[src/rtl/cache_mem_arbiter.sv]
// cache_mem_arbiter: shares one memory-side bus between the page walker, D$ and I$.
// Ports:
//   CLK, nRST                              clock, synchronous active-low reset
//   pw_* / d_* / i_*  (addr, wdata, byte_en, ren, wen)   requester inputs (I$ read only)
//   pw_rdata/pw_busy, d_rdata/d_busy, i_rdata/i_busy      requester responses
//   mem_addr/mem_wdata/mem_byte_en/mem_ren/mem_wen        memory request
//   mem_rdata/mem_busy                                    memory response
//   grant                                  current owner: 0 none, 1 PW, 2 D$, 3 I$
// Build option: CACHE_ARB_RR_EN selects round-robin between D$ and I$
// (default: fixed priority PW > D$ > I$).
module cache_mem_arbiter #(
    parameter int ADDR_W = 32,
    parameter int DATA_W = 32
) (
    input  logic                CLK,
    input  logic                nRST,
    input  logic [ADDR_W-1:0]   pw_addr,
    input  logic [DATA_W-1:0]   pw_wdata,
    input  logic [DATA_W/8-1:0] pw_byte_en,
    input  logic                pw_ren,
    input  logic                pw_wen,
    output logic [DATA_W-1:0]   pw_rdata,
    output logic                pw_busy,
    input  logic [ADDR_W-1:0]   d_addr,
    input  logic [DATA_W-1:0]   d_wdata,
    input  logic [DATA_W/8-1:0] d_byte_en,
    input  logic                d_ren,
    input  logic                d_wen,
    output logic [DATA_W-1:0]   d_rdata,
    output logic                d_busy,
    input  logic [ADDR_W-1:0]   i_addr,
    input  logic                i_ren,
    output logic [DATA_W-1:0]   i_rdata,
    output logic                i_busy,
    output logic [ADDR_W-1:0]   mem_addr,
    output logic [DATA_W-1:0]   mem_wdata,
    output logic [DATA_W/8-1:0] mem_byte_en,
    output logic                mem_ren,
    output logic                mem_wen,
    input  logic [DATA_W-1:0]   mem_rdata,
    input  logic                mem_busy,
    output logic [1:0]          grant
);
    typedef enum logic {IDLE, OWN} state_e;
    localparam logic [1:0] G_NONE = 2'd0, G_PW = 2'd1, G_D = 2'd2, G_I = 2'd3;
    state_e     state_q, state_d;
    logic [1:0] owner_q, owner_d;
    logic [1:0] winner;
    logic       pw_req, d_req, i_req, sel_pw, sel_d, sel_i, own_req;
    assign pw_req = pw_ren | pw_wen;
    assign d_req  = d_ren | d_wen;
    assign i_req  = i_ren;
`ifdef CACHE_ARB_RR_EN
    // last_i_q: 1 when I$ was the most recent D$/I$ grant, so D$ wins the next tie
    logic last_i_q, last_i_d;
    assign winner = pw_req ? G_PW :
                    (d_req && i_req) ? (last_i_q ? G_D : G_I) :
                    d_req ? G_D : i_req ? G_I : G_NONE;
    always_comb begin
        last_i_d = last_i_q;
        if (state_q == IDLE && winner == G_D) last_i_d = 1'b0;
        if (state_q == IDLE && winner == G_I) last_i_d = 1'b1;
    end
    always_ff @(posedge CLK) begin
        if (!nRST) last_i_q <= 1'b1;
        else       last_i_q <= last_i_d;
    end
`else
    assign winner = pw_req ? G_PW : d_req ? G_D : i_req ? G_I : G_NONE;
`endif
    always_comb begin
        state_d = state_q;
        owner_d = owner_q;
        if (state_q == IDLE && winner != G_NONE) begin
            state_d = OWN;
            owner_d = winner;
        end else if (state_q == OWN && !mem_busy) begin
            state_d = IDLE;
            owner_d = G_NONE;
        end
    end
    always_ff @(posedge CLK) begin
        if (!nRST) begin
            state_q <= IDLE;
            owner_q <= G_NONE;
        end else begin
            state_q <= state_d;
            owner_q <= owner_d;
        end
    end
    // owner_q is cleared whenever the FSM is idle, so it doubles as the grant
    assign sel_pw = state_q == OWN && owner_q == G_PW;
    assign sel_d  = state_q == OWN && owner_q == G_D;
    assign sel_i  = state_q == OWN && owner_q == G_I;
    assign grant  = state_q == OWN ? owner_q : G_NONE;
    assign own_req = (sel_pw & pw_req) | (sel_d & d_req) | (sel_i & i_req);
    assign mem_addr    = sel_pw ? pw_addr : sel_d ? d_addr : sel_i ? i_addr : '0;
    assign mem_wdata   = sel_pw ? pw_wdata : sel_d ? d_wdata : '0;
    assign mem_byte_en = sel_pw ? pw_byte_en : sel_d ? d_byte_en : '0;
    // a write wins over a simultaneous (illegal) read
    assign mem_wen = (sel_pw & pw_wen) | (sel_d & d_wen);
    assign mem_ren = (sel_pw & pw_ren & ~pw_wen) | (sel_d & d_ren & ~d_wen) | (sel_i & i_ren);
    assign pw_busy = sel_pw ? mem_busy : 1'b1;
    assign d_busy  = sel_d  ? mem_busy : 1'b1;
    assign i_busy  = sel_i  ? mem_busy : 1'b1;
    assign pw_rdata = mem_rdata;
    assign d_rdata  = mem_rdata;
    assign i_rdata  = mem_rdata;
    always_ff @(posedge CLK) begin
        if (nRST) begin
            assert (!(pw_ren && pw_wen)) else $error("pw_ren and pw_wen both set");
            assert (!(d_ren && d_wen)) else $error("d_ren and d_wen both set");
            assert (state_q != OWN || own_req) else $error("owner dropped request before completion");
        end
    end
endmodule

[config.mk]
export PLATFORM = sky130hd
export DESIGN_NAME = cache_mem_arbiter
export DESIGN_NICKNAME = d
export VERILOG_FILES = /design/src/rtl/cache_mem_arbiter.sv
export SDC_FILE = /design/constraint.sdc
export NUM_CORES = 1
export LEC_CHECK = 0
export ABC_AREA = 1
export ABC_CLOCK_PERIOD_IN_PS = 1500
export CORE_AREA = 2 2 148 150
export CTS_CLUSTER_DIAMETER = 50
export DETAILED_ROUTE_END_ITERATION = 10
export DIE_AREA = 0 0 150 152
export GPL_ROUTABILITY_DRIVEN = 0
export REMOVE_ABC_BUFFERS = 1
export SLEW_MARGIN = 5
export SYNTH_ARGS = -nofsm -noshare
export SYNTH_HDL_FRONTEND = slang
export SYNTH_SLANG_ARGS = --single-unit
export TNS_END_PERCENT = 50
[constraint.sdc]
create_clock -name CLK -period 1.5 [get_ports CLK]
set_clock_uncertainty 0.15 [all_clocks]
set_input_delay 0.225 -clock CLK [delete_from_list [all_inputs] [get_ports CLK]]
set_output_delay 0.225 -clock CLK [all_outputs]
set_load 0.05 [all_outputs]
# ---- Word-level counts from Yosys, hierarchy flattened
# Index checks and enable logic that the tools add are counted.
dict set report totals {
  ff_bits 3
  in_bits 208
  wordCells 46
}
dict set report op_classes {
  mux 18
  reduce_logical 8
  n_eq_ne 3
  bitwise 15
}
# operator n
set op_table {}
lappend op_table {{$mux 32} 5}
lappend op_table {{$mux 2} 6}
lappend op_table {{$mux 4} 2}
lappend op_table {{$and 1x1->1} 7}
lappend op_table {{$logic_and 1x1->1} 5}
lappend op_table {{$mux 1} 5}
lappend op_table {{$or 1x1->1} 5}
lappend op_table {{$eq 2x2->1 const B} 2}
lappend op_table {{$reduce_bool 2->1} 2}
lappend op_table {{$not 1->1} 3}
lappend op_table {{$eq 2x1->1 const B} 1}
lappend op_table {{$logic_not 1->1} 1}

# ---- Longest topological paths before layout
dict set report depth {
  depth_word 6
  ltp_mapped 7
  mapped_depth_nobuf 6
}

# ---- Worst setup path before layout
# No wires, ideal clock.
dict set report synth_path {
  kind {reg-to-output}
  start {register owner_q[0]}
  end {output port mem_ren}
  stages_incl_launch_ff 5
  t_arrival_ns 1.792
  path_slack_ns -0.667
  cell_sequence {dfxtp_1 nand2_2 inv_1 nand2_1 o221ai_1}
}
dict set report synth_via {
  elab_chain_len 6
  word_cells_on_any_way 13
}
# element line
set synth_lines {}
lappend synth_lines {{from (decl)} 47} ;# logic [1:0] owner_q, owner_d;
lappend synth_lines {{from (signal assigned)} 88} ;# owner_q <= owner_d;
lappend synth_lines {{$eq 2x1->1 or $eq 2x2->1 (tied branches)} {92, 93}}
lappend synth_lines {{$logic_and 1x1->1 (on tied branches)} {92, 93}}
lappend synth_lines {{$and 1x1->1 (2 in series)} 102} ;# assign mem_ren = (sel_pw & pw_ren & ~pw_wen) | (sel_d & d_ren & ~d_wen) | (sel_i & i_ren);
lappend synth_lines {{$or 1x1->1} 102}
lappend synth_lines {{$or 1x1->1 *} 102}
lappend synth_lines {{to (decl)} 38} ;# output logic mem_ren,
# Every way passes the cells marked *; elsewhere a longest branch is shown, timed or not.

# ---- Worst setup path in the final report
dict set report layout_path {
  start {register owner_q[1]}
  end {output port mem_wdata[15]}
}
dict set report layout_via {
  elab_chain_len 4
  word_cells_on_any_way 6
}
# element line
set layout_lines {}
lappend layout_lines {{$eq 2x2->1} 93} ;# assign sel_d = state_q == OWN && owner_q == G_D;
lappend layout_lines {{$logic_and 1x1->1} 93}
lappend layout_lines {{$mux 32} 98} ;# assign mem_wdata = sel_pw ? pw_wdata : sel_d ? d_wdata : '0;
lappend layout_lines {{$mux 32 *} 98}
lappend layout_lines {{to (decl)} 36} ;# output logic [DATA_W-1:0] mem_wdata,
# Marks and branches as above.

==> impl_metrics.ini <==
[outcome]
run_status = finished with violations
violations = setup timing

[floorplan]
start_util_pct = 9.02
io_pins = 379
die_w_um = 150
die-area_mm2 = 0.0228
die_h_um = 152
core-area_mm2 = 0.0214
rows = 54

[synth]
synthTopCellsByArea = buf_4, nand2_1, a22o_1
seq_area_frac_synth_pct = 3.12
ys_warn_count = 0
synth_top_area_share_pct = 38.6
syn_area_mm2 = 0.00193
syn_inst = 315
syn_avg_cell_area_um2 = 6.12
synth_area_leader_cell = buf_4
synth_seq_cells = 3
synth_cell_types = 15

[pwr]
power_leakage_nw = 2.54
p_per_area_mw_per_mm2 = 359
vdd_drop_max_mv = 0.307

[drt]
drc = 0
wl_mm = 17.7
dr.pass1.iters = 5
wire_per_inst_um = 22.7
vias = 3004
drt_iter0_markers = 137
ant_nets = 0
routed_via_density = 3.85

[final_layout]
instances_no_fill = 781
final_common_cell = clkdlybuf4s50_1
final_nets = 708
drive_gt1_share_pct = 39.5
layout_common_cells = clkdlybuf4s50_1, nand2_1, buf_12, nand3_2, a22o_4
syn_to_final_growth_pct = 202

[sta]
setup_viol = 73
final.min_clock_period_ns = 1.88
period_share_pct = 126
worst_pin_slew_ns = 0.203
max_freq_mhz = 531
setup_ws_ns = -0.385
grt_setup_unrepaired = true
hold_violations = 0
maxSlewHeadroom_pct = 86.4
slew_violations = 0

[cts]
clockBufferDepth = 2
root_buffer = clkbuf_16
htree_levels = 1
numCtsBuffers = 3
clock_latency_ns = 0.22
clkTransAtPathRegs_ns = 0.03
cts_tree = done
clock_sinks = 3

[critical_path]
crit_start = owner_q[1]$_SDFFE_PN0P_
cp.required_ns = 1.12
r2r_end = owner_q[0]$_SDFFE_PN0P_
start_kind = flop
worstSetupPathType = reg -> out
critPathArrivalTime_ns = 1.51
worstSetupEndpointType = output pin
cp-endpoint = mem_wdata[15]
r2r_start = state_q$_SDFFE_PN0P_
critical-path-slowest-cell = dfxtp_2
cp_max_fo = 7
cpPeakStageDelay_ns = 0.32
ff2ff_path_depth = 5
cp_common_cell = buf_12
path_cells = buf_6, nor2_4, buf_6, buf_12, buf_12, a22o_1, buf_12
reg2reg_slack_ns = 0.44

[place]
placed_cells_incl_taps = 753
place_ws_ns = -0.206
dp_hpwl_mm = 14.0
io_buffers = 250

[global_routing]
antenna_found_initial = 5
grt_max_degree = 25
grt_pass1_wl_mm = 22.3
track_usage_pct = 14.0
grt_pass1_vias = 3016
overflow = 0

[flow_run]
max_cap_viol_count = 0

[min_path]
min_path_type = in -> out
min_path_cells = 0
## cell type report
cell class,instances,area (um^2)
timing repair buffer,293,3860
tap,280,350
inverter,7,28.8
fill,2253,15500
clock buffer,4,78.8
antenna,2,5.00
multi-input combinational,192,1420
sequential,3,68.8
## cell usage after synthesis (all sizes together)
library cell and count:
a21oi 3, a22o 37, buf 113, dfxtp 3
inv 7, nand2 110, nand3 36, nand3b 1
nor2 4, o221ai 1
## power breakdown
group          internal [mW]  total [mW]  switching, mW
logic                  0.917        1.56          0.647
registers             0.0869      0.0956        0.00875
clock network          0.351       0.430         0.0792
total                   1.36        2.09          0.735
## routing by layer
layer,vias to the layer above,track usage (%),part of all wire [%]
li1,1324,-,-
met1,1374,13.9,36
met2,275,20.9,42
met3,23,13.3,20
met4,8,2.56,1.3
met5,-,6.52,0.70
## registers in the layout (all words and copies together) (netlist names)
register  count
state_q       1
owner_q       2
## critical path: cells and delay by family (launching register included)
| kind | cells | cell delay [ns] |
|---|---|---|
| AO/OA/AOI/OAI | 1 | 0.18 |
| buffers and inverters | 5 | 0.65 |
| flip-flops | 1 | 0.32 |
| AND/OR/NAND/NOR | 1 | 0.13 |
## what timing repair did
action,in CTS,in global routing
setup buffers,12,3
pin swaps,18,12
setup endpoints to repair,73,74
gates cloned,4,4
resized for setup,61,32
hold buffers,0,0
## worst min path at each step
stage	from	end
after floorplan	mem_busy	state_q$_SDFFE_PN0P_
after global placement	mem_rdata[26]	pw_rdata[26]
after detailed placement	mem_rdata[26]	pw_rdata[26]
after CTS	mem_rdata[26]	pw_rdata[26]
after global routing	mem_rdata[22]	i_rdata[22]
final	mem_rdata[22]	i_rdata[22]
## kinds of logic (layout without fill, tap and decap cells)
family / Yosys count / in the layout / synth area share, %
other: 0 / 2 / 0
AO/OA/AOI/OAI: 41 / 41 / 18.1
AND/OR/NAND/NOR: 151 / 151 / 33.0
buffers and inverters: 120 / 304 / 45.8
flip-flops: 3 / 3 / 3.12
## through the flow
stage               hold WS (ns)  TNS [ns]  util (%)  power (mW)  instance area, um^2
floorplan                  0.222    -51.24         -       0.534                 1070
global placement           0.301     -9.05      23.0        1.48                 4910
detailed placement         0.301    -11.16      23.0        1.48                 4910
CTS                        0.301    -25.11      25.9        2.05                 5530
global route               0.301    -26.55      27.2        2.17                 5810
finish                     0.300    -23.03      27.2        2.09                 5820
(Power assumes the default switching activity.)
